`src/rtl/cal_angle_arbiter.sv`:
```
// Round-robin arbiter sharing one LAT-cycle angle datapath between NUM_CH channels,
// with a latency-matched channel tag pipe. Define CAL_ANGLE_ARB_STATS_EN for per-channel grant counters.
module cal_angle_arbiter #(
  parameter int NUM_CH = 4,
  parameter int CH_W   = $clog2(NUM_CH),
  parameter int LAT    = 7
) (
  input  logic                 clk,
  input  logic                 rst_n,
  input  logic                 en_i,
  input  logic                 flush_i,
  input  logic [NUM_CH-1:0]    req_val_i,
  output logic [NUM_CH-1:0]    req_rdy_o,
  input  logic [8*NUM_CH-1:0]  req_real_i,
  input  logic [8*NUM_CH-1:0]  req_imag_i,
  output logic                 dp_val_o,
  output logic [7:0]           dp_real_o,
  output logic [7:0]           dp_imag_o,
  input  logic                 dp_val_i,
  input  logic [15:0]          dp_angle_i,
  output logic [NUM_CH-1:0]    res_val_o,
  output logic [15:0]          res_angle_o,
  output logic [CH_W-1:0]      res_ch_o,
  output logic                 busy_o,
  output logic                 done_o,
  output logic                 err_o
`ifdef CAL_ANGLE_ARB_STATS_EN
  ,
  output logic [16*NUM_CH-1:0] grant_cnt_o
`endif
);

  typedef enum logic [1:0] {
    ST_IDLE  = 2'd0,
    ST_RUN   = 2'd1,
    ST_DRAIN = 2'd2
  } state_e;

  localparam logic [CH_W:0]     NUM_CH_W = (CH_W+1)'(NUM_CH);
  localparam logic [NUM_CH-1:0] ONE_CH   = {{(NUM_CH-1){1'b0}}, 1'b1};

  state_e                state_r;
  state_e                state_nxt_s;
  logic                  done_s;
  logic [CH_W-1:0]       rr_ptr_r;
  logic [2*NUM_CH-1:0]   req_rot_s;
  logic                  gnt_vld_s;
  logic [CH_W:0]         gnt_off_s;
  logic [CH_W:0]         gnt_sum_s;
  logic [CH_W-1:0]       gnt_ch_s;
  logic [CH_W:0]         ptr_sum_s;
  logic [CH_W-1:0]       ptr_nxt_s;
  logic [8*NUM_CH-1:0]   real_sh_s;
  logic [8*NUM_CH-1:0]   imag_sh_s;
  logic [LAT:0]          tag_vld_r;
  logic [CH_W-1:0]       tag_ch_r [LAT+1];

  // Next-state logic; the drain is complete once nothing is issued or in flight
  always_comb begin
    state_nxt_s = state_r;
    done_s      = 1'b0;
    case (state_r)
      ST_IDLE: begin
        if (en_i) state_nxt_s = ST_RUN;
        else      state_nxt_s = ST_IDLE;
      end
      ST_RUN: begin
        if (flush_i || !en_i) state_nxt_s = ST_DRAIN;
        else                  state_nxt_s = ST_RUN;
      end
      ST_DRAIN: begin
        if (!dp_val_o && (tag_vld_r == '0)) begin
          state_nxt_s = ST_IDLE;
          done_s      = 1'b1;
        end else begin
          state_nxt_s = ST_DRAIN;
        end
      end
      default: state_nxt_s = ST_IDLE;
    endcase
  end

  assign done_o = done_s;
  assign busy_o = (state_r != ST_IDLE);

  // Round-robin search over the request vector rotated so rr_ptr sits at bit 0
  always_comb begin
    req_rot_s = {req_val_i, req_val_i} >> rr_ptr_r;
    gnt_vld_s = 1'b0;
    gnt_off_s = '0;
    if (state_r == ST_RUN) begin
      for (int i = NUM_CH - 1; i >= 0; i--) begin
        if (req_rot_s[i]) begin
          gnt_vld_s = 1'b1;
          gnt_off_s = (CH_W+1)'(i);
        end else begin
          gnt_off_s = gnt_off_s;
        end
      end
    end else begin
      gnt_vld_s = 1'b0;
    end
    gnt_sum_s = {1'b0, rr_ptr_r} + gnt_off_s;
    gnt_ch_s  = (gnt_sum_s >= NUM_CH_W) ? CH_W'(gnt_sum_s - NUM_CH_W) : gnt_sum_s[CH_W-1:0];
    ptr_sum_s = {1'b0, gnt_ch_s} + {{CH_W{1'b0}}, 1'b1};
    ptr_nxt_s = (ptr_sum_s >= NUM_CH_W) ? {CH_W{1'b0}} : ptr_sum_s[CH_W-1:0];
    req_rdy_o = gnt_vld_s ? (ONE_CH << gnt_ch_s) : {NUM_CH{1'b0}};
    real_sh_s = req_real_i >> {gnt_ch_s, 3'b000};
    imag_sh_s = req_imag_i >> {gnt_ch_s, 3'b000};
  end

  // State, round-robin pointer and datapath issue registers
  always_ff @(posedge clk or negedge rst_n) begin
    if (!rst_n) begin
      state_r   <= ST_IDLE;
      rr_ptr_r  <= '0;
      dp_val_o  <= 1'b0;
      dp_real_o <= 8'h00;
      dp_imag_o <= 8'h00;
    end else begin
      state_r  <= state_nxt_s;
      dp_val_o <= gnt_vld_s;
      if (gnt_vld_s) begin
        rr_ptr_r  <= ptr_nxt_s;
        dp_real_o <= real_sh_s[7:0];
        dp_imag_o <= imag_sh_s[7:0];
      end
    end
  end

  // Channel tag pipe: stage 0 rides with dp_val_o, stage LAT lines up with dp_val_i
  always_ff @(posedge clk or negedge rst_n) begin
    if (!rst_n) begin
      tag_vld_r <= '0;
      for (int i = 0; i <= LAT; i++) tag_ch_r[i] <= '0;
    end else begin
      tag_vld_r   <= {tag_vld_r[LAT-1:0], gnt_vld_s};
      tag_ch_r[0] <= gnt_ch_s;
      for (int i = 1; i <= LAT; i++) tag_ch_r[i] <= tag_ch_r[i-1];
    end
  end

  // Result return; a valid/tag disagreement drops the result and latches err_o
  always_ff @(posedge clk or negedge rst_n) begin
    if (!rst_n) begin
      res_val_o   <= '0;
      res_angle_o <= 16'h0000;
      res_ch_o    <= '0;
      err_o       <= 1'b0;
    end else begin
      if (dp_val_i && tag_vld_r[LAT]) begin
        res_val_o   <= ONE_CH << tag_ch_r[LAT];
        res_angle_o <= dp_angle_i;
        res_ch_o    <= tag_ch_r[LAT];
      end else begin
        res_val_o   <= '0;
      end
      if (dp_val_i != tag_vld_r[LAT]) err_o <= 1'b1;
    end
  end

`ifdef CAL_ANGLE_ARB_STATS_EN
  logic [15:0] gcnt_r [NUM_CH];

  // Saturating per-channel grant counters, restarted on every entry to RUN
  always_ff @(posedge clk or negedge rst_n) begin
    if (!rst_n) begin
      for (int c = 0; c < NUM_CH; c++) gcnt_r[c] <= 16'h0000;
    end else if ((state_r == ST_IDLE) && (state_nxt_s == ST_RUN)) begin
      for (int c = 0; c < NUM_CH; c++) gcnt_r[c] <= 16'h0000;
    end else begin
      for (int c = 0; c < NUM_CH; c++) begin
        if (gnt_vld_s && (gnt_ch_s == CH_W'(c)) && (gcnt_r[c] != 16'hFFFF))
          gcnt_r[c] <= gcnt_r[c] + 16'h0001;
      end
    end
  end

  // Pack the counters onto the output bus
  always_comb begin
    grant_cnt_o = '0;
    for (int c = 0; c < NUM_CH; c++) grant_cnt_o[16*c +: 16] = gcnt_r[c];
  end
`endif

endmodule
```
`config.mk`:
```
export PLATFORM = sky130hd
export DESIGN_NAME = cal_angle_arbiter
export DESIGN_NICKNAME = d
export VERILOG_FILES = /design/src/rtl/cal_angle_arbiter.sv
export SDC_FILE = /design/constraint.sdc
export NUM_CORES = 1
export LEC_CHECK = 0
export BUFFER_PORTS_ARGS = -buffer_cell sky130_fd_sc_hd__buf_4
export CORE_AREA = 2 2 81 83
export DETAILED_ROUTE_END_ITERATION = 6
export DIE_AREA = 0 0 83 85
export PLACE_DENSITY = 0.83
export SYNTH_ARGS = -nofsm -noshare
export SYNTH_HDL_FRONTEND = slang
export SYNTH_SLANG_ARGS = --single-unit
```
`constraint.sdc`:
```
create_clock -name clk -period 5 [get_ports clk]
set_clock_uncertainty 0.1 [all_clocks]
set_input_delay 0.25 -clock clk [delete_from_list [all_inputs] [get_ports clk]]
set_output_delay 0.25 -clock clk [all_outputs]
set_load 0.02 [all_outputs]
```
Yosys cells after proc, flatten, opt, wreduce, memory -nomap -nowiden

Index checks and enable logic that the tools add are counted.

Add/subtract/negate cells: 3
$lt $le $gt $ge: 2
Equal/unequal tests: 3
Shifts and indexed selects: 5
Muxes and demuxes: 20
Reduce and logical (&&, ||, !) cells: 8

Operators with widths:

| kind                | count |
|---|---|
| $shr 32x5->8        | 2 |
| $mux 3              | 4 |
| $mux 2              | 5 |
| $logic_not 8->1     | 1 |
| $mux 1              | 8 |
| $mux 4              | 2 |
| $shl 1x2->4 const A | 2 |
| $shr 8x2->4         | 1 |
| $ge 3x3->1 const B  | 2 |
| $pmux 2 s3          | 1 |
| $add 2x1->3 const B | 1 |
| $add 2x3->3         | 1 |
| $eq 2x1->1 const B  | 1 |
| $eq 2x2->1 const B  | 1 |
| $logic_and 1x1->1   | 2 |
| $logic_not 1->1     | 2 |
| $logic_not 2->1     | 1 |
| $reduce_bool 2->1   | 1 |
| $sub 2x1->2 const B | 1 |
| $logic_or 1x1->1    | 1 |
| $ne 1x1->1          | 1 |

Register bits after elaboration: 68
Bits of input ports: 89
Output and inout port bits: 46
Word-level logic and storage cells: 59

Longest topological paths before layout

Gate-level depths: netlist of run 1.

Depth after elaboration: 12
Depth in mapped cells: 14
Mapped depth without buffers: 12

Least setup slack after synthesis of run 1

Ideal clock, no wire load.

Path type: register to register
Start: reg rr_ptr_r[1]
End: reg dp_real_o[3]
Library setup time: 0.126 ns
Arrival time: 2.715 ns
Data required time: 4.774 ns
Slack: 2.059 ns
Cell stages (with the launch flop): 13
Buffers on the path: 3
Clock period less this slack: 2.941 ns
Cell sequence: dfrtp_1 > buf_6 > or2b_1 > a21oi_1 > nor2_1 > nor3_1 > a211oi_1 > ha_1 > clkbuf_1 > clkbuf_1 > mux2i_1 > nor2_1 > a221o_1

Word-level cells in the longest chain between the ends: 10
Elaborated cells on any way between the ends: 16
Those cells by class: 2 x add/sub; 1 x order compare; 2 x shift; 11 x mux

RTL lines:

| element                                   | RTL line | text |
|---|---|---|
| from (decl)                               | 45       | `logic [CH_W-1:0] rr_ptr_r;` |
| from (signal assigned)                    | 124      | `rr_ptr_r <= ptr_nxt_s;` |
| $shr 8x2->4                               | 88       | `req_rot_s = {req_val_i, req_val_i} >> rr_ptr_r;` |
| $mux 2                                    | 93       | `if (req_rot_s[i]) begin` |
| $mux 3 (3 in a row)                       | 93       |  |
| $mux 3                                    | 91       | `if (state_r == ST_RUN) begin` |
| $add 2x3->3                               | 103      | `gnt_sum_s = {1'b0, rr_ptr_r} + gnt_off_s;` |
| $ge 3x3->1 or $sub 2x1->2 (tied branches) | 104      | `gnt_ch_s = (gnt_sum_s >= NUM_CH_W) ? CH_W'(gnt_sum_s - NUM_CH_W) : gnt_sum_s[CH_W-1:0];` |
| $mux 2                                    | 104      |  |
| $shr 32x5->8                              | 108      | `real_sh_s = req_real_i >> {gnt_ch_s, 3'b000};` |
| to (signal assigned)                      | 125      | `dp_real_o <= real_sh_s[7:0];` |
| to (decl)                                 | 17       | `output logic [7:0] dp_real_o,` |

Several ways; a longest one is shown, not always the timed one.
A chain may end at the register's enable or synchronous reset.

Worst setup path in the final report of run 1

Start: reg rr_ptr_r[1]
End: out req_rdy_o[3]

Word-level cells in the longest chain between the ends: 11
Elaborated cells on any way between the ends: 17
Those cells by class: 2 x add/sub; 1 x order compare; 2 x shift; 12 x mux

RTL lines:

| element                                   | RTL line | text |
|---|---|---|
| $shr 8x2->4                               | 88       |  |
| $mux 2                                    | 93       |  |
| $mux 3 (3 in a row)                       | 93       |  |
| $mux 3                                    | 91       |  |
| $add 2x3->3                               | 103      |  |
| $ge 3x3->1 or $sub 2x1->2 (tied branches) | 104      |  |
| $mux 2                                    | 104      |  |
| $shl 1x2->4                               | 107      | `req_rdy_o = gnt_vld_s ? (ONE_CH << gnt_ch_s) : {NUM_CH{1'b0}};` |
| $mux 4 *                                  | 107      |  |
| to (decl)                                 | 13       | `output logic [NUM_CH-1:0] req_rdy_o,` |

Mark *: on every way between the ends. The rest lies on a longest branch, timed or not.

==> results of run 1 <==
[stage by stage]
step | cell area (sq um) | utilization [%] | setup WS, ns
2_1_floorplan | 3040 | - | 2.06
3_3_place_gp | 4010 | 64.6 | 2.01
3_5_place_dp | 4010 | 64.6 | 1.91
4_1_cts | 4210 | 67.9 | 1.56
5_1_grt | 4210 | 67.9 | 1.34
6_report | 4210 | 67.9 | 1.58
[routing by layer]
metal	track usage, %	vias to the layer above
met3	7.68	12
met5	0	-
met1	24.0	1087
met2	33.6	110
li1	-	1134
met4	7.30	0
[cell families after synthesis]
logic type | Yosys count | synth area share, %
buffers and inverters | 22 | 5.31
adders and majority gates | 4 | 1.65
xor gates and xnor gates | 2 | 0.824
DFF | 67 | 55.2
and+or+nand+nor | 71 | 12.4
AOI/OAI and AO/OA | 27 | 7.53
muxes | 50 | 17.2
[critical path, stage by stage, from the launching register on]
cell	delay [ns]
dfrtp_1	0.49
nand2b_1	0.17
a21oi_1	0.07
nor2_1	0.09
a21oi_1	0.07
a211oi_1	0.33
ha_2	0.25
xor2_1	0.23
xnor2_2	0.14
buf_4	0.35
inv_1	0.08
ha_1	0.18
and2_1	0.14
buf_4	0.15
[placed cells by master, fill, tap and decap left out]
master and count:
a221o_1 16, dlygate4sd3_1 2, bufinv_16 1, clkbuf_1 1, or2_2 3, clkinv_2 2
nand2_1 6, ha_2 1, a211oi_1 2, xnor2_2 1, nor4_1 3, or2b_2 1
a31oi_2 1, or4_1 1, nor3_1 18, mux2i_1 33, nor3b_1 3, and3_1 2
and3b_1 2, nor2_1 23, dfrtp_1 67, clkinvlp_4 2, o21ai_0 3, nor3_2 2
buf_4 135, ha_1 3, and2b_2 2, and2_1 1, a21oi_1 4, clkbuf_8 9
mux2_2 17, xor2_1 1, inv_1 5, nand2b_1 1, o22ai_1 1, or2b_1 1
nor2b_1 2
[area by class of cell]
type,instances,area [sq um]
clock buffer,10,128
clock inverter,5,55.1
fill,495,1990
inverter,5,18.8
multi-input combinational,154,1200
sequential,67,1680
tap,77,96.3
timing repair buffer,137,1030
[power breakdown]
| group | leakage, nW | internal, mW | switching, mW |
|---|---|---|---|
| clock network | 0.0881 | 0.226 | 0.189 |
| registers | 0.817 | 0.781 | 0.135 |
| logic | 1.22 | 0.577 | 0.641 |
[sequential cells by signal, summed over array words and instances, names as in the netlist]
register,cells
dp_imag_o,8
dp_real_o,8
err_o,1
res_angle_o,16
res_ch_o,2
res_val_o,4
rr_ptr_r,2
state_r,2
tag_ch_r,16
tag_vld_r,8
[repair_timing]
item,CTS,global route
buffers inserted,0,0
endpoints found under the hold margin,68,0
hold buffers,2,0
[worst max path at each step]
stage | slack [ns] | cells after the start | endpoint | from
floorplan | 2.06 | 12 | dp_real_o[3]$_DFFE_PN0P_ | rr_ptr_r[1]$_DFFE_PN0P_
global placement | 2.01 | 9 | dp_real_o[2]$_DFFE_PN0P_ | rr_ptr_r[1]$_DFFE_PN0P_
global route | 1.34 | 13 | req_rdy_o[3] | rr_ptr_r[1]$_DFFE_PN0P_
CTS | 1.56 | 13 | req_rdy_o[3] | rr_ptr_r[1]$_DFFE_PN0P_
detailed placement | 1.91 | 9 | dp_real_o[7]$_DFFE_PN0P_ | rr_ptr_r[1]$_DFFE_PN0P_
finish | 1.58 | 13 | req_rdy_o[3] | rr_ptr_r[1]$_DFFE_PN0P_
==> impl_metrics.ini, run 1 <==
[status]
outcome = completed

[synthesis]
synth-main-ff-cell = dfrtp_1
synth_nets = 336
ys_ff_latch = 67
yosysUniqueCellTypes = 34
synth_top_cell_by_area = dfrtp_1
synthCells = 243
yosysWarnings = 0
synth_common_cells = 67 x dfrtp_1, 33 x mux2i_1, 23 x nor2_1, 18 x nor3_1, 17 x mux2_2
async_flop_share_pct = 100
synth_most_common_cell = dfrtp_1
synth_top_area_share_pct = 55.2
syn_area_sq_mm = 0.00304
yosysSeqAreaShare_pct = 55.2
synth_edf_count = 0
synthTopCellsByArea = dfrtp_1 55%, mux2i_1 11%, mux2_2 6.3%
syn_avg_cell_area_sq_um = 12.5

[layout]
area_growth_pct = 38.6
nets = 467
layoutNonFillerInstCount = 455
drive_above_1_share_pct = 46.8
antenna_cells = 0

[grt]
antenna_found_initial = 0
overflow = 0
grt_start_max_net_pins = 68
grt.total_usage_pct = 20.1
grt_pass1_vias = 2449
grt_pass1_wl_um = 11300

[routing]
dr.pass1.iters = 4
routed.top_layer = met4
vias = 2343
drt-met1-wl_um = 2730
route.met2.wl_um = 3290
wl_met3_um = 542
viasPerCell = 5.15
wl_per_cell_um = 14.7
drc = 0
ant_nets = 0
routed_wl_um = 6690
first_iter_violations = 98

[sta]
max_freq_mhz = 292
slew_headroom_pct = 35.9
final-max-slew-violation-count = 0
whs_ns = 0.0526
setup_viol = 0
worstMarginPinSlew_ns = 0.962
tns_ns = 0
finalCriticalPeriod_ns = 3.42
period_share_pct = 68.4
hold_viol_final = 0
grt_setup_unrepaired = false

[worst_setup_path]
worst_setup_path_start_kind = register
path_class = reg2out
critical_path_peak_fanout = 36
r2r-start = rr_ptr_r[1]$_DFFE_PN0P_
critPathCaptureType = primary output
r2r_cells = 9
crit_required_ns = 4.65
reg2reg_to = dp_imag_o[4]$_DFFE_PN0P_
r2r_setup_slack_ns = 1.91
cp.arrival_ns = 3.07

[worst_hold_path]
holdPathStages = 2
min_path_type = in2reg
worstHoldEndpoint = res_angle_o[6]$_DFFE_PN0P_
worst_hold_startpoint = dp_angle_i[6]

[floorplanning]
die-area_sq_mm = 0.00706
io_pins = 135
fp.dieH_um = 85
num_rows = 29
die_w_um = 83
initial_utilization_pct = 49.0
fp.coreArea_sq_mm = 0.00620

[placed_design]
port_buffers = 134
place_inst = 438
dpl.hpwl_um = 4910
routabilityCongestion = 0.816

[power]
fin_total_pwr_mw = 2.55
cellLeakagePower_nw = 2.12
irDropWorstVdd_uv = 451
p_per_area_mw_per_mm2 = 605

[cts]
clk_pin_slew_ns = 0.07
htree_levels = 3
clock_latency_ns = 0.33
numCtsBuffers = 9
clkSinkCount = 67
cts_resized = 0
clock_path_buffers = 2
root_buffer = clkbuf_8
cts_tree = built

[job]
drv_cap = 0
(Power assumes the default switching activity.)
==> inputs of run 2 (changes only) <==
--- a/config.mk
+++ b/config.mk
@@ -6,10 +6,10 @@
 export NUM_CORES = 1
 export LEC_CHECK = 0
 export BUFFER_PORTS_ARGS = -buffer_cell sky130_fd_sc_hd__buf_4
-export CORE_AREA = 2 2 81 83
+export CORE_AREA = 2 2 88 90
 export DETAILED_ROUTE_END_ITERATION = 6
-export DIE_AREA = 0 0 83 85
-export PLACE_DENSITY = 0.83
+export DIE_AREA = 0 0 90 92
+export PLACE_DENSITY = 0.75
 export SYNTH_ARGS = -nofsm -noshare
 export SYNTH_HDL_FRONTEND = slang
 export SYNTH_SLANG_ARGS = --single-unit
==> constraint.sdc (replaced) <==
create_clock -name clk -period 2.9 [get_ports clk]
set_clock_uncertainty 0.1 [all_clocks]
set_input_delay 0.145 -clock clk [delete_from_list [all_inputs] [get_ports clk]]
set_output_delay 0.145 -clock clk [all_outputs]
set_load 0.02 [all_outputs]
==> run 2 against run 1 <==
Compared with the run above: worst setup slack worse by 1.5 ns; cell count up 12%; sequential cell count did not move; hold slack got worse by 0.027 ns; non-clock buffer count rose by 27; global-route usage shrank 2.4 points; largest cell class unchanged; largest power group unchanged; highest routed layer unchanged.
==> impl_metrics.ini, run 2 (same netlist as run 1, synthesis figures left out) <==
[status]
outcome = completed

[layout]
nets = 494
layoutNonFillerInstCount = 508
antenna_cells = 0
drive_above_1_share_pct = 48.5
final_common_cell = buf_4
mostFrequentLayoutCells = 142 x buf_4, 66 x dfrtp_1, 33 x mux2i_1
design_area_sq_mm = 0.00461
nFillCells = 622
largest_registers = res_angle_o: 16 flops, tag_ch_r: 16 flops
multi_input_area_sq_mm = 0.00124
seq_area_sq_mm = 0.00168
area_growth_pct = 51.8
utilization_pct = 62.0

[floorplanning]
io_pins = 135
die_w_um = 90
die-area_sq_mm = 0.00828
fp.dieH_um = 92
initial_utilization_pct = 40.8
fp.coreArea_sq_mm = 0.00745
num_rows = 32

[placed_design]
dpl.hpwl_um = 4900
placed_area_sq_mm = 0.00409
dp_worst_setup_slack_ns = 0.231
place_inst = 466
routabilityCongestion = 0.748
port_buffers = 134

[routing]
vias = 2460
first_iter_violations = 68
routed_wl_um = 7250
ant_nets = 0
wl_per_cell_um = 14.3
viasPerCell = 4.84
dr.pass1.iters = 4
drc = 0

[sta]
whs_ns = 0.0255
worstMarginPinSlew_ns = 0.864
max_freq_mhz = 359
final-max-slew-violation-count = 0
setup_ws_ns = 0.116
finalCriticalPeriod_ns = 2.78
hold_viol_final = 0
setup_viol = 0
period_share_pct = 96.0
tns_ns = 0
slew_headroom_pct = 42.4

[grt]
grt_pass1_vias = 2500
grt_start_max_net_pins = 68
antenna_found_initial = 0
grt_pass1_wl_um = 11700
grt.total_usage_pct = 17.8
overflow = 0

[job]
drv_cap = 0

[worst_setup_path]
critical_path_peak_fanout = 6
r2r_cells = 13
r2r-start = rr_ptr_r[1]$_DFFE_PN0P_
cp.arrival_ns = 2.54
path_class = reg2out
reg2reg_to = dp_imag_o[3]$_DFFE_PN0P_
critPathCaptureType = primary output
r2r_setup_slack_ns = 0.20
crit_required_ns = 2.65
startpoint = rr_ptr_r[1]$_DFFE_PN0P_
worst_setup_path_start_kind = register

[worst_hold_path]
worst_hold_startpoint = dp_val_i
worstHoldEndpoint = err_o$_DFFE_PN0P_
holdPathStages = 3
min_path_type = in2reg

[cts]
clk_pin_slew_ns = 0.08
clkSinkCount = 67
htree_levels = 3
root_buffer = clkbuf_8
numCtsBuffers = 9
cts_tree = built
clock_latency_ns = 0.33
clock_path_buffers = 2

[power]
cellLeakagePower_nw = 2.29
fin_total_pwr_mw = 4.88
irDropWorstVdd_uv = 647
p_per_area_mw_per_mm2 = 1060
## run 2: how the worst max path moves through the flow
stage / endpoint / cells after the start
2_1_floorplan: dp_real_o[2]$_DFFE_PN0P_ / 12
3_3_place_gp: dp_real_o[5]$_DFFE_PN0P_ / 10
3_5_place_dp: dp_real_o[0]$_DFFE_PN0P_ / 10
4_1_cts: req_rdy_o[3] / 12
5_1_grt: req_rdy_o[2] / 11
6_report: req_rdy_o[1] / 12
## run 2: layout make-up
type,instances,area share (%)
Timing Repair Buffer,164,28.8
Multi-Input combinational cell,154,26.8
Clock inverter,7,2.14
Sequential cell,67,36.4
Inverter,5,0.407
Clock buffer,9,2.68
Tap cell,102,2.77
## run 2: per-layer routing
metal / track usage [%] / wire [um]
met1: 22.7 / 3160
met2: 29.6 / 3580
met3: 4.19 / 458
met4: 6.54 / 54
met5: 0 / 0
## run 2: worst max-delay path: stages, from the launching register on
cell and delay (ns):
dfrtp_2 0.42, or2b_1 0.24, a21oi_2 0.13, nor2_1 0.05, nor3_2 0.16, a211oi_2 0.07
ha_2 0.21, xor2_2 0.16, xnor2_2 0.22, buf_4 0.16, buf_12 0.10, and3_1 0.15
buf_4 0.14
## run 2: timing repair
item	CTS	global route
cloned	1	0
endpoints found under the hold margin	85	0
setup buffers	2	4
pin swaps	1	1
resized for setup	2	6
hold buffers	19	0
setup endpoints to repair	4	4
## run 2: where the power goes
group,leakage [nW],switching [mW],internal [mW],total (mW)
clock,0.110,0.367,0.490,0.856
combinational,1.37,1.21,1.25,2.46
sequential,0.816,0.224,1.35,1.57
